$ cat config.mk
export PLATFORM = sky130hd
export DESIGN_NAME = buzzer_driver
export DESIGN_NICKNAME = d
export VERILOG_FILES = /design/src/rtl/buzzer_driver.sv
export SDC_FILE = /design/constraint.sdc
export NUM_CORES = 1
export LEC_CHECK = 0
export BUFFER_PORTS_ARGS = -buffer_cell sky130_fd_sc_hd__buf_2
export CAP_MARGIN = 20
export CORE_UTILIZATION = 45
export CTS_BUF_LIST = sky130_fd_sc_hd__clkbuf_2 sky130_fd_sc_hd__clkbuf_4 sky130_fd_sc_hd__clkbuf_8
export CTS_CLUSTER_DIAMETER = 50
export CTS_CLUSTER_SIZE = 16
export DETAILED_ROUTE_END_ITERATION = 8
export PLACE_DENSITY = 0.64
export SETUP_SLACK_MARGIN = 0.05
export SYNTH_ARGS = -nofsm -noshare
export SYNTH_HDL_FRONTEND = slang
export SYNTH_SLANG_ARGS = --single-unit
$ cat constraint.sdc
create_clock -name clk -period 2.6 [get_ports clk]
set_input_delay 0.78 -clock clk [delete_from_list [all_inputs] [get_ports clk]]
set_output_delay 0.78 -clock clk [all_outputs]
set_load 0.005 [all_outputs]
$ cat src/rtl/buzzer_driver.sv
// buzzer_driver
//   Decodes the control FSM's buzzer command and plays a fixed beep pattern on
//   the piezo pin. A one-cycle done pulse at the end of the pattern lets the
//   control FSM leave its CORRECT/WRONG state.
//
// Ports
//   clk         system clock, rising edge
//   resetN      asynchronous active-low reset
//   buzzerMode  00 off, 01 reserved (off), 10 correct, 11 wrong
//   buzzerOut   registered square wave to the piezo, low when silent
//   buzzerDone  one-cycle pulse when the pattern completes
//   busy        high whenever the FSM is not idle
//
// state   | meaning
// --------+-------------------------------------------------------------
// IDLE    | waiting for a 10/11 command
// TONE    | playing a tone; pitch and length chosen by the latched mode
// GAP     | silence between the two CORRECT beeps
// DONE    | single-cycle completion pulse
// RELEASE | waiting for the command to drop so the pattern cannot retrigger

module buzzer_driver #(
  parameter int HALF_HI      = 25_000,
  parameter int HALF_LO      = 100_000,
  parameter int BEEP_CYCLES  = 10_000_000,
  parameter int GAP_CYCLES   = 5_000_000,
  parameter int WRONG_CYCLES = 30_000_000
) (
  input  logic       clk,
  input  logic       resetN,
  input  logic [1:0] buzzerMode,
  output logic       buzzerOut,
  output logic       buzzerDone,
  output logic       busy
);

  localparam int DUR_MAX = (BEEP_CYCLES > GAP_CYCLES)
                         ? ((BEEP_CYCLES > WRONG_CYCLES) ? BEEP_CYCLES : WRONG_CYCLES)
                         : ((GAP_CYCLES  > WRONG_CYCLES) ? GAP_CYCLES  : WRONG_CYCLES);
  localparam int HALF_MAX = (HALF_HI > HALF_LO) ? HALF_HI : HALF_LO;

  // Keep at least one bit so degenerate parameter sets still elaborate.
  localparam int DUR_W  = (DUR_MAX  > 1) ? $clog2(DUR_MAX)  : 1;
  localparam int HALF_W = (HALF_MAX > 1) ? $clog2(HALF_MAX) : 1;

  localparam logic [DUR_W-1:0]  BEEP_LAST  = DUR_W'(BEEP_CYCLES - 1);
  localparam logic [DUR_W-1:0]  GAP_LAST   = DUR_W'(GAP_CYCLES - 1);
  localparam logic [DUR_W-1:0]  WRONG_LAST = DUR_W'(WRONG_CYCLES - 1);
  localparam logic [HALF_W-1:0] HI_LAST    = HALF_W'(HALF_HI - 1);
  localparam logic [HALF_W-1:0] LO_LAST    = HALF_W'(HALF_LO - 1);

  typedef enum logic [2:0] {
    S_IDLE,
    S_TONE,
    S_GAP,
    S_DONE,
    S_RELEASE
  } state_t;

  state_t              state, state_next;
  logic                modeLatched, modeLatched_next;
  logic                beepIdx, beepIdx_next;
  logic [DUR_W-1:0]    durCnt, durCnt_next;
  logic [HALF_W-1:0]   halfCnt, halfCnt_next;
  logic                out_reg, out_next;
  logic [DUR_W-1:0]    len_last;
  logic [HALF_W-1:0]   half_last;
  logic                cmd_active;

  // Only 10 and 11 are live commands, so bit 1 alone says "keep playing".
  assign cmd_active = buzzerMode[1];

  assign len_last  = modeLatched ? WRONG_LAST : BEEP_LAST;
  assign half_last = modeLatched ? LO_LAST    : HI_LAST;

  always_ff @(posedge clk or negedge resetN) begin
    if (!resetN) begin
      state       <= S_IDLE;
      modeLatched <= 1'b0;
      beepIdx     <= 1'b0;
      durCnt      <= '0;
      halfCnt     <= '0;
      out_reg     <= 1'b0;
    end else begin
      state       <= state_next;
      modeLatched <= modeLatched_next;
      beepIdx     <= beepIdx_next;
      durCnt      <= durCnt_next;
      halfCnt     <= halfCnt_next;
      out_reg     <= out_next;
    end
  end

  // Counters and the output default to zero so that every entry into TONE or
  // GAP starts from a clean, low state regardless of the path taken.
  always_comb begin
    state_next       = state;
    modeLatched_next = modeLatched;
    beepIdx_next     = beepIdx;
    durCnt_next      = '0;
    halfCnt_next     = '0;
    out_next         = 1'b0;

    case (state)
      S_IDLE: begin
        if (buzzerMode == 2'b10) begin
          modeLatched_next = 1'b0;
          beepIdx_next     = 1'b0;
          state_next       = S_TONE;
        end else if (buzzerMode == 2'b11) begin
          modeLatched_next = 1'b1;
          beepIdx_next     = 1'b0;
          state_next       = S_TONE;
        end
      end

      S_TONE: begin
        if (!cmd_active) begin
          state_next = S_IDLE;
        end else if (durCnt == len_last) begin
          if (!modeLatched && !beepIdx) state_next = S_GAP;
          else                          state_next = S_DONE;
        end else begin
          durCnt_next = durCnt + 1'b1;
          if (halfCnt == half_last) begin
            out_next = ~out_reg;
          end else begin
            halfCnt_next = halfCnt + 1'b1;
            out_next     = out_reg;
          end
        end
      end

      S_GAP: begin
        if (!cmd_active) begin
          state_next = S_IDLE;
        end else if (durCnt == GAP_LAST) begin
          beepIdx_next = 1'b1;
          state_next   = S_TONE;
        end else begin
          durCnt_next = durCnt + 1'b1;
        end
      end

      S_DONE: begin
        state_next = S_RELEASE;
      end

      S_RELEASE: begin
        if (!cmd_active) state_next = S_IDLE;
      end

      default: begin
        state_next = S_IDLE;
      end
    endcase
  end

  assign buzzerOut  = out_reg;
  assign buzzerDone = (state == S_DONE);
  assign busy       = (state != S_IDLE);

endmodule

Word-level counts from Yosys, hierarchy flattened
Cells that the tools add are included.
{"block": "word_totals", "latchBits": 0, "input_bits": 4, "ramBits": 0, "mem_bits_ro": 0, "mem_count": 0, "register_bits": 48, "elab_cells": 66}
{"block": "classes", "n_lt_le_gt_ge": 0, "add_sub_neg": 2, "bitwise_logic": 1, "n_shift": 0, "mux": 31, "n_reduce_logical": 10, "n_eq_ne": 16, "div": 0, "n_mul": 0}
{"operator": "2-to-1 mux 25 bit", "count": 5}
{"operator": "2-to-1 mux 17 bit", "count": 5}
{"operator": "one-hot mux 25 bit (2 select lines)", "count": 1}
{"operator": "adder 25 x 1 -> 25 bit (second input constant)", "count": 1}
{"operator": "equality test 25 x 23 -> 1 bit (second input constant)", "count": 1}
{"operator": "equality test 25 bit", "count": 1}
{"operator": "2-to-1 mux 3 bit", "count": 7}
{"operator": "adder 17 x 1 -> 17 bit (second input constant)", "count": 1}
{"operator": "equality test 17 bit", "count": 1}
{"operator": "one-hot mux 3 bit (5 select lines)", "count": 1}
{"operator": "2-to-1 mux 1 bit", "count": 11}
{"operator": "inequality test 3 bit (second input constant)", "count": 3}
{"operator": "AND reduction 4 bit", "count": 2}
{"operator": "equality test 3 x 2 -> 1 bit (second input constant)", "count": 2}
{"operator": "inequality test 2 bit (second input constant)", "count": 3}
{"operator": "equality test 2 bit (second input constant)", "count": 2}
{"operator": "inequality test 4 bit (second input constant)", "count": 1}
{"operator": "nonzero test 2 bit", "count": 2}
{"operator": "equality test 3 x 1 -> 1 bit (second input constant)", "count": 1}
{"operator": "equality test 3 bit (second input constant)", "count": 1}
{"operator": "logical NOT 3 bit", "count": 1}
{"operator": "nonzero test 3 bit", "count": 1}
{"operator": "logical NOT 1 bit", "count": 2}
{"operator": "one-hot mux 1 bit (2 select lines)", "count": 1}
{"operator": "3 further kinds", "count": 3}

Logic depth before layout (Yosys ltp)
Gate-level depths: netlist (run 1).
{"block": "depth", "ltp_word": 6, "ltp_mapped": 7, "ltp_nobuf": 6}

Worst setup path before layout (run 1)
Ideal clock, no wire load.
{"block": "synth_path", "path_kind": "register to register", "from": "register halfCnt[8]", "to": "register halfCnt[14]", "t_arrival_ps": 1944, "n_path_buf": 1, "path_stages_with_launch": 7, "synth_period_minus_slack_ps": 2063, "slack_ps": 537, "required_ps": 2481, "setup_ps": 119, "cell_sequence": "dfrtp_1 or3_1 or4_4 a2111oi_4 nand3b_2 buf_6 nor2_1"}
{"block": "synth_between", "elab_chain_cells": 5, "elab_cells_between_ends": 6}
{"item": "start: declaration", "line_no": "64", "rtl": "logic [HALF_W-1:0] halfCnt, halfCnt_next;"}
{"item": "start signal: assignment", "line_no": "89", "rtl": "halfCnt <= halfCnt_next;"}
{"item": "adder 17 x 1 -> 17 bit / equality test 17 bit (equally long branches)", "line_no": "128, 125"}
{"item": "2-to-1 mux 17 bit *", "line_no": "125", "rtl": "if (halfCnt == half_last) begin"}
{"item": "2-to-1 mux 17 bit *", "line_no": "120", "rtl": "end else if (durCnt == len_last) begin"}
{"item": "2-to-1 mux 17 bit *", "line_no": "118", "rtl": "if (!cmd_active) begin"}
{"item": "2-to-1 mux 17 bit *", "line_no": "104", "rtl": "case (state)"}
{"item": "via halfCnt_next[14]", "line_no": "64"}
Mark *: on every way through the listed nets, which the timed path passes. The rest lies on a longest branch.
A chain may end at the register's enable or synchronous reset.

Worst setup path after layout (run 1)
{"block": "layout_path", "from": "register durCnt[10]", "to": "register durCnt[2]"}
{"block": "layout_between", "elab_chain_cells": 4, "elab_cells_between_ends": 7}
{"item": "start: declaration", "line_no": "63", "rtl": "logic [DUR_W-1:0] durCnt, durCnt_next;"}
{"item": "start signal: assignment", "line_no": "88", "rtl": "durCnt <= durCnt_next;"}
{"item": "equality test 25 x 23 -> 1 bit / equality test 25 bit (equally long branches)", "line_no": "137, 120"}
{"item": "2-to-1 mux 25 bit (on tied branches)", "line_no": "137, 120"}
{"item": "2-to-1 mux 25 bit (on tied branches)", "line_no": "135, 118"}
{"item": "one-hot mux 25 bit (2 select lines) *", "line_no": "104"}
{"item": "via durCnt_next[2]", "line_no": "63"}
Marks and branches as above.

==> results of run 1 <==
metrics by stage:
step                      hold slack, ps  total power, mW  worst slack [ps]  std cells  instance area (µm²)
after floorplan                      421            0.866               537        251                 2480
after detailed placement             465            0.904               358        325                 2580
after CTS                            477             1.44               349        333                 2690
after global placement               445            0.902               399        325                 2580
final                                464             1.43               345        333                 2690
after global routing                 489             1.49               231        333                 2690
cell usage in the layout (no fill, tap or decap), types with 2 or more instances in the layout:
cell type / Yosys / layout
sky130_fd_sc_hd__clkbuf_8: 0 / 5
sky130_fd_sc_hd__nand4bb_1: 2 / 2
sky130_fd_sc_hd__nand3_1: 11 / 11
sky130_fd_sc_hd__xor2_1: 17 / 17
sky130_fd_sc_hd__and3_1: 5 / 5
sky130_fd_sc_hd__and2_1: 3 / 3
sky130_fd_sc_hd__and4_1: 3 / 3
sky130_fd_sc_hd__ha_1: 2 / 2
sky130_fd_sc_hd__nor2_1: 57 / 57
sky130_fd_sc_hd__or3_1: 2 / 2
sky130_fd_sc_hd__inv_1: 3 / 3
sky130_fd_sc_hd__nor2b_1: 2 / 2
sky130_fd_sc_hd__xnor2_1: 22 / 22
sky130_fd_sc_hd__buf_2: 0 / 6
sky130_fd_sc_hd__mux2_2: 2 / 2
sky130_fd_sc_hd__nand2_1: 18 / 18
sky130_fd_sc_hd__nand4_1: 13 / 13
sky130_fd_sc_hd__nor4b_1: 2 / 2
sky130_fd_sc_hd__dfrtp_1: 48 / 48
sky130_fd_sc_hd__nand4b_1: 2 / 2
sky130_fd_sc_hd__or2_2: 2 / 2
sky130_fd_sc_hd__nor3b_1: 3 / 3
sky130_fd_sc_hd__nor3_1: 5 / 5
sky130_fd_sc_hd__nor4_1: 7 / 7
sky130_fd_sc_hd__buf_4: 0 / 4
final timing paths:
kind / slack [ps] / depth (start not counted) / end / startpoint
max: 340 / 6 / durCnt[2] / durCnt[10]
min: 460 / 1 / durCnt[0] / durCnt[0]
max reg2reg: 340 / 6 / durCnt[2] / durCnt[10]
min reg2reg: 460 / 1 / durCnt[0] / durCnt[0]
max in group asynchronous: 1650 / 2 / durCnt[5] / resetN
min in group asynchronous: 560 / 2 / halfCnt[10] / resetN
power groups by stage:
stage	clock network [mW]	logic, mW	registers (mW)
floorplan	0	0.0742	0.792
global placement	0	0.103	0.799
detailed placement	0	0.104	0.799
CTS	0.550	0.105	0.785
global route	0.582	0.118	0.788
finish	0.541	0.101	0.784
state kept, by name, indices dropped and copies added (netlist names):
signal,flops
beepIdx,1
buzzerOut,1
durCnt,25
halfCnt,17
modeLatched,1
state,3
worst max-delay path, delay by kind of cell (launching register included):
family / cells / cell delay, ps
AOI/OAI and AO/OA: 2 / 630
buffers and inverters: 1 / 280
DFF: 1 / 460
and+or+nand+nor: 3 / 760
logic make-up after synthesis:
logic type,Yosys count,share of synthesized area
buffers and inverters,9,0.0257
AND/OR/NAND/NOR,142,0.293
XOR/XNOR,39,0.138
flip-flops,48,0.484
adder cells (fa/ha/maj),2,0.0101
multiplexers,2,0.00907
AO/OA/AOI/OAI,9,0.0413
final cells by class:
type | count | area (µm²) | share of cell area
multi-input cells | 194 | 1220 | 0.453
flip-flops and latches | 48 | 1200 | 0.447
well taps | 70 | 87.6 | 0.0326
clock buffers | 5 | 68.8 | 0.0256
repair buffers | 10 | 60.1 | 0.0223
clock inverters | 3 | 42.5 | 0.0158
inverters | 3 | 11.3 | 0.00419
per-layer routing:
| metal | vias up | wire, µm |
|---|---|---|
| li1 | 888 | - |
| met1 | 845 | 2340 |
| met2 | 27 | 2010 |
| met3 | 6 | 193 |
| met4 | 0 | 61 |
| met5 | - | 0 |
==> Flow_metrics.wiki, run 1 <==
{| class="wikitable"
! Metric !! Value
|-
| Post-Syn Nets || roughly 260
|-
| Cell with the most instances after synthesis || sky130_fd_sc_hd__nor2_1
|-
| Met2 capacity usage during global routing || 0.261
|-
| Internal portion of total power || 1.08 mW
|-
| Yosys cell types || 38
|-
| Cell with the largest stage delay on the worst path || sky130_fd_sc_hd__o41a_1
|-
| Global-route track usage on met3 || 0.0395
|-
| Hold Fails Final Rpt || 0
|-
| HPWL after DPL || 3180 µm
|-
| Final critical-path required period || 2260 ps
|-
| Placer's final routability congestion estimate || 0.788
|-
| Busiest layer in global routing || met2
|-
| Number of gates resized after CTS || 0
|-
| Tcrit/Tclk final || 0.867
|-
| Max frequency || between 0.4 and 0.5 GHz
|-
| Count of buffers inserted at the top-level ports || 6
|-
| Clk_skew || about 8 ps
|-
| Delay contributed by the slowest stage of the critical path || 500 ps
|-
| Routed length per placed instance || roughly 14 µm
|-
| Ranking of synthesized cells by instance count || sky130_fd_sc_hd__nor2_1, sky130_fd_sc_hd__dfrtp_1, sky130_fd_sc_hd__xnor2_1, sky130_fd_sc_hd__nand2_1, sky130_fd_sc_hd__xor2_1
|-
| Core area || about 0.0052 mm²
|-
| Global-route wire length before repair || 8160 µm
|-
| GR Layer Usage met1 || 0.251
|-
| Layout Utilization || 0.517
|-
| Signed area change from the synthesized netlist to the final layout || 8.31%
|-
| Cell at the root of the clock tree || sky130_fd_sc_hd__clkbuf_8
|-
| I/O pins || 7
|-
| Max-slew violation count || 0
|-
| Required time of the critical path || 2790 ps
|-
| Per-cell via count in the routed design || 5.30
|-
| Combinational group share of total power || 0.071
|-
| Final WL || around 4600 µm
|-
| Mapped Avg Cell Area || 9.89 µm²
|-
| Hold Crit Class || register to register
|-
| Area of the die || roughly 0.0058 mm²
|-
| Clk_lat worst skew || roughly 310 ps
|-
| Max capacitance violation total || 0
|-
| Worst VDD drop || 273 µV
|-
| Drt pass-1 iters || 4
|-
| Largest net degree at the start of global routing || 49
|-
| Setup repair after global routing missed its margin || false
|-
| Switching share of power || 0.240
|-
| Die outline height || 76.3 µm
|-
| Initial cell density of the core || 0.477
|-
| Width of the die || 76.3 µm
|-
| Proportion of synthesized flip-flops having asynchronous set or reset || 1.00
|-
| Clock sinks || 48
|-
| Signal arrival time at the worst endpoint || 2440 ps
|-
| Post-synthesis register bit count || 48
|-
| Sort of element at the start of the critical path || register
|-
| Clock tree from TritonCTS || yes
|-
| Yosys top cell area share || 0.484
|-
| Initial drt markers || 83
|-
| Post-synthesis sequential area ratio || 0.484
|-
| Post-CTS setup buffer count || 0
|-
| Power per unit of standard cell area || about 530 mW/mm²
|-
| GRT Residual Overflow || 0
|-
| Dominant cells by area after synthesis || sky130_fd_sc_hd__dfrtp_1, sky130_fd_sc_hd__nor2_1, sky130_fd_sc_hd__xnor2_1
|-
| Classification of the worst setup path || register to register
|-
| Clock share of power || 0.379
|-
| Ant diodes || 0
|-
| Final setup violation count || 0
|-
| Actual transition at the worst max-transition pin || between 500 and 600 ps
|-
| Worst-path maximum fanout || 25
|-
| Post-Syn Instances || 251
|-
| DRC errors left || 0
|-
| Slew HR || 0.604
|-
| Count of antenna-violating nets left after detailed routing || 0
|-
| Antenna violations before repair || 0
|-
| Post-layout net count || 268
|-
| Total negative slack || 0 ps
|-
| Net Switching || 0.343 mW
|-
| Floorplan row count || 26
|-
| TritonCTS buffer count || 5
|-
| Number of H-tree levels || 2
|-
| Number of enable-type register cells in the synthesized netlist || 0
|-
| Fraction of layout instances using a drive strength above 1 || 0.103
|-
| Maximum root-to-sink buffer count || 2
|-
| Cell Chain, Critical Path || nand4bb_1, or4_1, o41a_1, a21oi_4, buf_4, nor2_1
|-
| Clock-pin slew of the registers on the worst-case setup and hold paths || 90 ps
|-
| Via count of the first global-routing pass || 1727
|-
| Number of fill cells in the layout || 485
|-
| Register share of total power || 0.550
|-
| Hold-fix buffers at CTS || 0
|-
| Global routing usage summed across all routing layers || 0.175
|-
| Cell area after synthesis || between 0.002 and 0.0025 mm²
|-
| Leakage component of the power || around 1.1 nW
|-
| Primary flip-flop cell chosen by synthesis mapping || sky130_fd_sc_hd__dfrtp_1
|-
| Nature of the critical path endpoint || register
|-
| Run status || completed
|-
| Vias after detailed routing || 1766
|-
| Yosys warnings || 0
|-
| Cell accounting for the most synthesized area || sky130_fd_sc_hd__dfrtp_1
|}
(Power assumes the default switching activity.)
==> run 2: changes to the inputs <==
- ABC_AREA: not set -> 1
==> run 2 against run 1 <==
Net effect:
- die area rose by 22%
- core utilization fell by 1.7 points
- first-iteration DRC count rose by 140%
- cell count rose by 51%
- critical path type unchanged
- clock skew fell by 1.2 ps
- register-to-register slack improved by 190 ps
- count of clock-buffer cells in the layout rose by 1
- sequential power rose by 9.2%
==> Flow_metrics.wiki, run 2 <==
{| class="wikitable"
! Metric !! Value
|-
| Fraction of layout instances using a drive strength above 1 || 0.0941 (was 0.103)
|-
| Width of the die || 84.3 µm (was 76.3 µm)
|-
| Floorplan row count || 29 (was 26)
|-
| Actual transition at the worst max-transition pin || 647 ps (was 593 ps)
|-
| Layout Utilization || 0.500 (was 0.517)
|-
| Number of H-tree levels || 2 (unchanged)
|-
| Core area || 0.00646 mm² (was 0.00520 mm²)
|-
| Hold-fix buffers at CTS || 0 (unchanged)
|-
| Final critical-path required period || 2070 ps (was 2260 ps)
|-
| Post-CTS setup buffer count || 0 (unchanged)
|-
| TritonCTS buffer count || 5 (unchanged)
|-
| Max-slew violation count || 0 (unchanged)
|-
| Cell count after placement || 494 (was 325)
|-
| Ranking of synthesized cells by instance count || sky130_fd_sc_hd__nand2_1, sky130_fd_sc_hd__nor2_1, sky130_fd_sc_hd__dfrtp_1, sky130_fd_sc_hd__inv_1, sky130_fd_sc_hd__nand3_1 (was sky130_fd_sc_hd__nor2_1, sky130_fd_sc_hd__dfrtp_1, sky130_fd_sc_hd__xnor2_1, sky130_fd_sc_hd__nand2_1, sky130_fd_sc_hd__xor2_1)
|-
| Largest net degree at the start of global routing || 49 (unchanged)
|-
| DRC errors left || 0 (unchanged)
|-
| Worst VDD drop || 286 µV (was 273 µV)
|-
| Number of enable-type register cells in the synthesized netlist || 0 (unchanged)
|-
| HPWL after DPL || 4950 µm (was 3180 µm)
|-
| Count of antenna-violating nets left after detailed routing || 0 (unchanged)
|-
| Cell accounting for the most synthesized area || sky130_fd_sc_hd__dfrtp_1 (unchanged)
|-
| Final cell count without fillers || 502 (was 333)
|-
| Per-cell via count in the routed design || 5.27 (was 5.30)
|-
| Post-Syn Nets || 426 (was 257)
|-
| GRT Residual Overflow || 0 (unchanged)
|-
| Number of fill cells in the layout || 640 (was 485)
|-
| Post-layout net count || 430 (was 268)
|-
| Hold Crit Class || register to register (unchanged)
|-
| Max frequency || 0.484 GHz (was 0.443 GHz)
|-
| Signed area change from the synthesized netlist to the final layout || 5.96% (was 8.31%)
|-
| Final design area excluding fillers || 0.00323 mm² (was 0.00269 mm²)
|-
| Clk_skew || 6.94 ps (was 8.16 ps)
|-
| Initial cell density of the core || 0.472 (was 0.477)
|-
| Routed length per placed instance || 13.6 µm (was 13.8 µm)
|-
| Cell area after synthesis || 0.00305 mm² (was 0.00248 mm²)
|-
| Clock-pin slew of the registers on the worst-case setup and hold paths || 90 ps (about the same)
|-
| Setup repair after global routing missed its margin || false (unchanged)
|-
| Maximum root-to-sink buffer count || 2 (unchanged)
|-
| Leakage component of the power || 1.33 nW (was 1.06 nW)
|-
| Die outline height || 84.3 µm (was 76.3 µm)
|-
| Worst-path maximum fanout || 29 (was 25)
|-
| Post-Place Cell Area || 0.00311 mm² (was 0.00258 mm²)
|-
| Slew HR || 0.567 (was 0.604)
|-
| Classification of the worst setup path || register to register (unchanged)
|-
| Cell with the most instances after synthesis || sky130_fd_sc_hd__nand2_1 (was sky130_fd_sc_hd__nor2_1)
|-
| Sort of element at the start of the critical path || register (unchanged)
|-
| Slack of the worst reg-to-reg path || 530 ps (was 340 ps)
|-
| Clock tree from TritonCTS || yes (unchanged)
|-
| Yosys cell types || 32 (was 38)
|-
| Clk_lat worst skew || 310 ps (about the same)
|-
| Post-synthesis sequential area ratio || 0.394 (was 0.484)
|-
| Number of gates resized after CTS || 0 (unchanged)
|-
| Vias after detailed routing || 2646 (was 1766)
|-
| Clock sinks || 48 (unchanged)
|-
| Yosys top cell area share || 0.394 (was 0.484)
|-
| Cell at the root of the clock tree || sky130_fd_sc_hd__clkbuf_8 (unchanged)
|-
| Global routing usage summed across all routing layers || 0.203 (was 0.175)
|-
| Hold Fails Final Rpt || 0 (unchanged)
|-
| Largest registers ranked by flip-flop count || durCnt: 25 flops, halfCnt: 17 flops, state: 3 flops (unchanged)
|-
| Area of the die || 0.00710 mm² (was 0.00582 mm²)
|-
| Ant diodes || 0 (unchanged)
|-
| Mapped Avg Cell Area || 7.25 µm² (was 9.89 µm²)
|-
| Initial drt markers || 198 (was 83)
|-
| Via count of the first global-routing pass || 2474 (was 1727)
|-
| Top reg by flops || durCnt (unchanged)
|-
| Total negative slack || 0 ps (unchanged)
|-
| Pre-CTS WS || 499 ps (was 358 ps)
|-
| Power per unit of standard cell area || 561 mW/mm² (was 530 mW/mm²)
|-
| Tcrit/Tclk final || 0.795 (was 0.867)
|-
| Global-route wire length before repair || 11600 µm (was 8160 µm)
|-
| Placer's final routability congestion estimate || 0.876 (was 0.788)
|-
| Run status || completed (unchanged)
|-
| Drt pass-1 iters || 5 (was 4)
|-
| Signal arrival time at the worst endpoint || 2220 ps (was 2440 ps)
|-
| Primary flip-flop cell chosen by synthesis mapping || sky130_fd_sc_hd__dfrtp_1 (unchanged)
|-
| Worst-case setup margin in the final layout || 534 ps (was 345 ps)
|-
| I/O pins || 7 (unchanged)
|-
| Nature of the critical path endpoint || register (unchanged)
|-
| Final setup violation count || 0 (unchanged)
|-
| Yosys warnings || 0 (unchanged)
|-
| Final worst hold slack || 464 ps (about the same)
|-
| Antenna violations before repair || 0 (unchanged)
|-
| Final WL || 6810 µm (was 4610 µm)
|-
| Most common library cell in the layout ignoring fill and taps || sky130_fd_sc_hd__nand2_1 (was sky130_fd_sc_hd__nor2_1)
|-
| Max capacitance violation total || 0 (unchanged)
|-
| Most frequent cells in the layout || sky130_fd_sc_hd__nand2_1, sky130_fd_sc_hd__nor2_1, sky130_fd_sc_hd__dfrtp_1 (was sky130_fd_sc_hd__nor2_1, sky130_fd_sc_hd__dfrtp_1, sky130_fd_sc_hd__xnor2_1)
|-
| Required time of the critical path || 2750 ps (was 2790 ps)
|-
| Post-synthesis register bit count || 48 (unchanged)
|-
| Total design power || 1.81 mW (was 1.43 mW)
|-
| Count of buffers inserted at the top-level ports || 6 (unchanged)
|-
| Dominant cells by area after synthesis || sky130_fd_sc_hd__dfrtp_1, sky130_fd_sc_hd__nand2_1, sky130_fd_sc_hd__nor2_1 (was sky130_fd_sc_hd__dfrtp_1, sky130_fd_sc_hd__nor2_1, sky130_fd_sc_hd__xnor2_1)
|-
| Proportion of synthesized flip-flops having asynchronous set or reset || 1.00 (unchanged)
|-
| Flip-flop count of the largest register, all copies and words added || 25 (unchanged)
|-
| Post-Syn Instances || 420 (was 251)
|}
[run 2: cell types whose count changed in the layout (fill, tap and decap cells not counted), moves of 8 or more]
cell,change
sky130_fd_sc_hd__nor3_1,+8
sky130_fd_sc_hd__nand2_1,+75
sky130_fd_sc_hd__a21oi_2,+8
sky130_fd_sc_hd__xnor2_1,-18
sky130_fd_sc_hd__nor2_1,+19
sky130_fd_sc_hd__inv_1,+40
sky130_fd_sc_hd__a21oi_1,+17
sky130_fd_sc_hd__nand3_1,+25
[run 2: cell type report]
cell class	instances	area, µm²	area share
inverters	46	173	0.0535
repair buffers	7	37.5	0.0116
well taps	77	96.3	0.0299
clock inverters	2	38.8	0.0120
multi-input cells	316	1600	0.495
clock buffers	6	82.6	0.0256
flip-flops and latches	48	1200	0.372
[run 2: cell families after synthesis]
family,synth area share
simple gates,0.363
buf+inv,0.0809
xor+xnor,0.0805
fa+ha+maj,0.00822
compound gates,0.0731
flops,0.394
[run 2: path summary, 6_finish.rpt]
check / cells after the start / from / endpoint
worst min register to register: 1 / halfCnt[0] / halfCnt[0]
worst min-delay path: 1 / halfCnt[0] / halfCnt[0]
max in group asynchronous: 2 / resetN / halfCnt[7]
worst max-delay path: 8 / durCnt[0] / durCnt[1]
min in group asynchronous: 2 / resetN / state[0]
worst max register to register: 8 / durCnt[0] / durCnt[1]
[run 2: worst max-delay path: stages (launching register included)]
cell and delay (ps):
sky130_fd_sc_hd__dfrtp_1 420, sky130_fd_sc_hd__ha_1 200, sky130_fd_sc_hd__nand2_2 100, sky130_fd_sc_hd__nor2_8 140
sky130_fd_sc_hd__nand3_1 130, sky130_fd_sc_hd__nor2_1 150, sky130_fd_sc_hd__nand2_2 80, sky130_fd_sc_hd__nand2_2 490
sky130_fd_sc_hd__a21boi_0 180
[run 2: power breakdown]
part	leakage (nW)	total, mW	switching [mW]	internal (mW)
sequential	0.665	0.856	0.0643	0.792
combinational	0.604	0.383	0.272	0.111
clock	0.0614	0.572	0.257	0.315
[run 2: layer usage]
| metal | global-route usage | vias up | part of all wire |
|---|---|---|---|
| li1 | - | 1352 | - |
| met3 | 0.0324 | 14 | 0.041 |
| met5 | 0 | - | 0 |
| met1 | 0.293 | 1223 | 0.51 |
| met4 | 0.0690 | 0 | 0.019 |
| met2 | 0.312 | 57 | 0.43 |
==> run 3: changes to the inputs <==
- PLACE_DENSITY: 0.64 -> 0.66
- clock period: 2.6 -> 1.8 ns (I/O delays scaled with it)
==> run 3 against run 2 <==
Net effect:
- the run now ends with design-rule violations left
- total power increased by 53%
- core utilization increased by 3.1 points
- via count increased by 5.7%
- hold slack got worse by 260 ps
- critical path depth decreased by 3
- sequential share of layout area decreased by 2.1 points
- clock skew decreased by 1.7 ps
- count of clock-buffer cells in the layout increased by 1
- routed wire length increased by 13%
- design area increased by 6.2%
- worst setup slack got worse by 420 ps
- first-iteration DRC count increased by 22%
==> Flow_metrics.wiki, run 3 (synthesized netlist as in run 2, its figures left out) <==
{| class="wikitable"
! Metric !! Value
|-
| Slew HR || 0.686 (was 0.567)
|-
| Cell at the root of the clock tree || sky130_fd_sc_hd__clkbuf_8 (unchanged)
|-
| Post-layout net count || 444 (was 430)
|-
| Cell count after placement || 500 (was 494)
|-
| Global-route wire length before repair || 12100 µm (was 11600 µm)
|-
| Nature of the critical path endpoint || output pin (was register)
|-
| Flip-flop count of the largest register, all copies and words added || 25 (unchanged)
|-
| Register share of total power || 0.442 (was 0.473)
|-
| Per-cell via count in the routed design || 5.42 (was 5.27)
|-
| Clk_skew || 5.23 ps (was 6.94 ps)
|-
| Count of buffers inserted at the top-level ports || 6 (unchanged)
|-
| Signal arrival time at the worst endpoint || 1140 ps (was 2220 ps)
|-
| DRC errors left || 2 (was 0)
|-
| Switching share of power || 0.345 (was 0.328)
|-
| Initial drt markers || 241 (was 198)
|-
| Core area || 0.00646 mm² (unchanged)
|-
| Combinational group share of total power || 0.309 (was 0.212)
|-
| Cell Chain, Critical Path || inv_2, nand2_2, nor2_2, inv_1, buf_2 (was ha_1, nand2_2, nor2_8, nand3_1, nor2_1, nand2_2, nand2_2, a21boi_0)
|-
| Clock tree from TritonCTS || yes (unchanged)
|-
| Number of H-tree levels || 2 (unchanged)
|-
| Delay contributed by the slowest stage of the critical path || 400 ps (was 490 ps)
|-
| Leakage component of the power || 1.41 nW (was 1.33 nW)
|-
| TritonCTS buffer count || 5 (unchanged)
|-
| Failing checks || design-rule violations
|-
| Hold Crit Class || input pin to asynchronous set/reset pin (was register to register)
|-
| Largest net degree at the start of global routing || 49 (unchanged)
|-
| Slack of the worst reg-to-reg path || 120 ps (was 530 ps)
|-
| GRT Residual Overflow || 0 (unchanged)
|-
| Floorplan row count || 29 (unchanged)
|-
| I/O pins || 7 (unchanged)
|-
| Worst r2r path cells || 10 (was 8)
|-
| Total negative slack || 0 ps (unchanged)
|-
| Final cell count without fillers || 516 (was 502)
|-
| Most common library cell in the layout ignoring fill and taps || sky130_fd_sc_hd__nand2_1 (unchanged)
|-
| Critical R2R Capture || state[1] (was durCnt[1])
|-
| Area of the die || 0.00710 mm² (unchanged)
|-
| Sort of element at the start of the critical path || register (unchanged)
|-
| Signed area change from the synthesized netlist to the final layout || 12.5% (was 5.96%)
|-
| Cell with the largest stage delay on the worst path || sky130_fd_sc_hd__dfrtp_1 (was sky130_fd_sc_hd__nand2_2)
|-
| Layout Utilization || 0.530 (was 0.500)
|-
| Clock share of power || 0.249 (was 0.316)
|-
| Launch instance of the worst register-to-register path || durCnt[1] (was durCnt[0])
|-
| Worst-path maximum fanout || 3 (was 29)
|-
| Hold-fix buffers at CTS || 0 (unchanged)
|-
| Setup repair after global routing missed its margin || true (was false)
|-
| Required time of the critical path || 1260 ps (was 2750 ps)
|-
| Final design area excluding fillers || 0.00343 mm² (was 0.00323 mm²)
|-
| Antenna violations before repair || 0 (unchanged)
|-
| Initial cell density of the core || 0.472 (unchanged)
|-
| Internal portion of total power || 1.82 mW (was 1.22 mW)
|-
| Worst VDD drop || 426 µV (was 286 µV)
|-
| Maximum root-to-sink buffer count || 2 (unchanged)
|-
| Final setup violation count || 0 (unchanged)
|-
| Clock-pin slew of the registers on the worst-case setup and hold paths || 90 ps (about the same)
|-
| Hold Fails Final Rpt || 0 (unchanged)
|-
| Max capacitance violation total || 0 (unchanged)
|-
| Vias after detailed routing || 2798 (was 2646)
|-
| Power per unit of standard cell area || 810 mW/mm² (was 561 mW/mm²)
|-
| Fraction of layout instances using a drive strength above 1 || 0.155 (was 0.0941)
|-
| Most frequent cells in the layout || sky130_fd_sc_hd__nand2_1, sky130_fd_sc_hd__nor2_1, sky130_fd_sc_hd__dfrtp_1 (unchanged)
|-
| Width of the die || 84.3 µm (unchanged)
|-
| Die outline height || 84.3 µm (unchanged)
|-
| Placer's final routability congestion estimate || 0.872 (was 0.876)
|-
| Ant diodes || 0 (unchanged)
|-
| Net Switching || 0.958 mW (was 0.594 mW)
|-
| Top reg by flops || durCnt (unchanged)
|-
| Max frequency || 0.595 GHz
|-
| Via count of the first global-routing pass || 2480 (was 2474)
|-
| Count of antenna-violating nets left after detailed routing || 0 (unchanged)
|-
| Final WL || 7670 µm (was 6810 µm)
|-
| Actual transition at the worst max-transition pin || 471 ps (was 647 ps)
|-
| Classification of the worst setup path || register to output pin (was register to register)
|-
| Tcrit/Tclk final || 0.934
|-
| Run status || complete, but fails checks (was completed)
|-
| Global routing usage summed across all routing layers || 0.215 (was 0.203)
|-
| Post-Place Cell Area || 0.00318 mm² (was 0.00311 mm²)
|-
| HPWL after DPL || 5160 µm (was 4950 µm)
|-
| Routed length per placed instance || 14.9 µm (was 13.6 µm)
|-
| Largest registers ranked by flip-flop count || durCnt: 25 flops, halfCnt: 17 flops, state: 3 flops (unchanged)
|-
| Clk_lat worst skew || 300 ps (was 310 ps)
|-
| Max-slew violation count || 0 (unchanged)
|-
| Clock sinks || 48 (unchanged)
|-
| Drt pass-1 iters || 7 (was 5)
|-
| Final critical-path required period || 1680 ps
|}
==> run 3: cell count changes in the layout (fill, tap and decap cells not counted), moves of 4 or more <==
cell | before | now
sky130_fd_sc_hd__nor2_2 | 1 | 5
sky130_fd_sc_hd__nor2_1 | 76 | 71
sky130_fd_sc_hd__nand2_4 | 1 | 5
sky130_fd_sc_hd__buf_4 | 1 | 9
sky130_fd_sc_hd__nand2_1 | 93 | 89
==> run 3: area by class of cell <==
cell class / instances / area (µm²)
clock buffer: 7 / 90.1
clock inverter: 1 / 7.51
tap: 77 / 96.3
timing repair buffer: 18 / 163
multi-input combinational: 319 / 1690
fill: 637 / 3030
sequential: 48 / 1200
inverter: 46 / 173
==> run 3: power by group through the flow <==
stage / logic, mW / registers [mW] / clock network [mW]
floorplan: 0.498 / 1.21 / 0
global placement: 0.668 / 1.24 / 0
detailed placement: 0.695 / 1.24 / 0
CTS: 0.703 / 1.22 / 0.717
global route: 0.949 / 1.24 / 0.757
finish: 0.857 / 1.23 / 0.690
==> run 3: routing by layer <==
| layer | vias up | routed length [µm] | GRT usage |
|---|---|---|---|
| li1 | 1378 | - | - |
| met1 | 1318 | 3660 | 0.317 |
| met2 | 90 | 3400 | 0.332 |
| met3 | 12 | 503 | 0.0295 |
| met4 | 0 | 101 | 0.0549 |
| met5 | - | 0 | 0 |
==> run 3: worst max path at each step <==
stage | to | startpoint | slack [ps]
finish | busy | state[0] | 120
global route | state[1] | durCnt[1] | 20
CTS | busy | state[0] | 80
detailed placement | state[1] | durCnt[1] | 50
global placement | halfCnt[0] | modeLatched | 100
floorplan | durCnt[12] | durCnt[0] | 250
==> run 3: per-stage QoR <==
step,worst slack [ps],power (mW),hold slack [ps]
3_3_place_gp,98.5,1.91,447
2_1_floorplan,249,1.71,244
4_1_cts,75.4,2.64,215
3_5_place_dp,45.6,1.94,451
5_1_grt,18.6,2.94,230
6_report,119,2.77,208
==> run 3: critical path: cells and delay by family, from the launching register on <==
family        cells  cell delay, ps
simple gates      2             170
flops             1             400
buf+inv           3             270
==> run 3: what timing repair did <==
action | in CTS | in global routing
buffers inserted | 0 | 4
hold endpoints to repair | 0 | 0
gates resized for setup | 2 | 18
gates cloned | 0 | 4
pin swaps | 0 | 6
setup endpoints to repair | 4 | 44
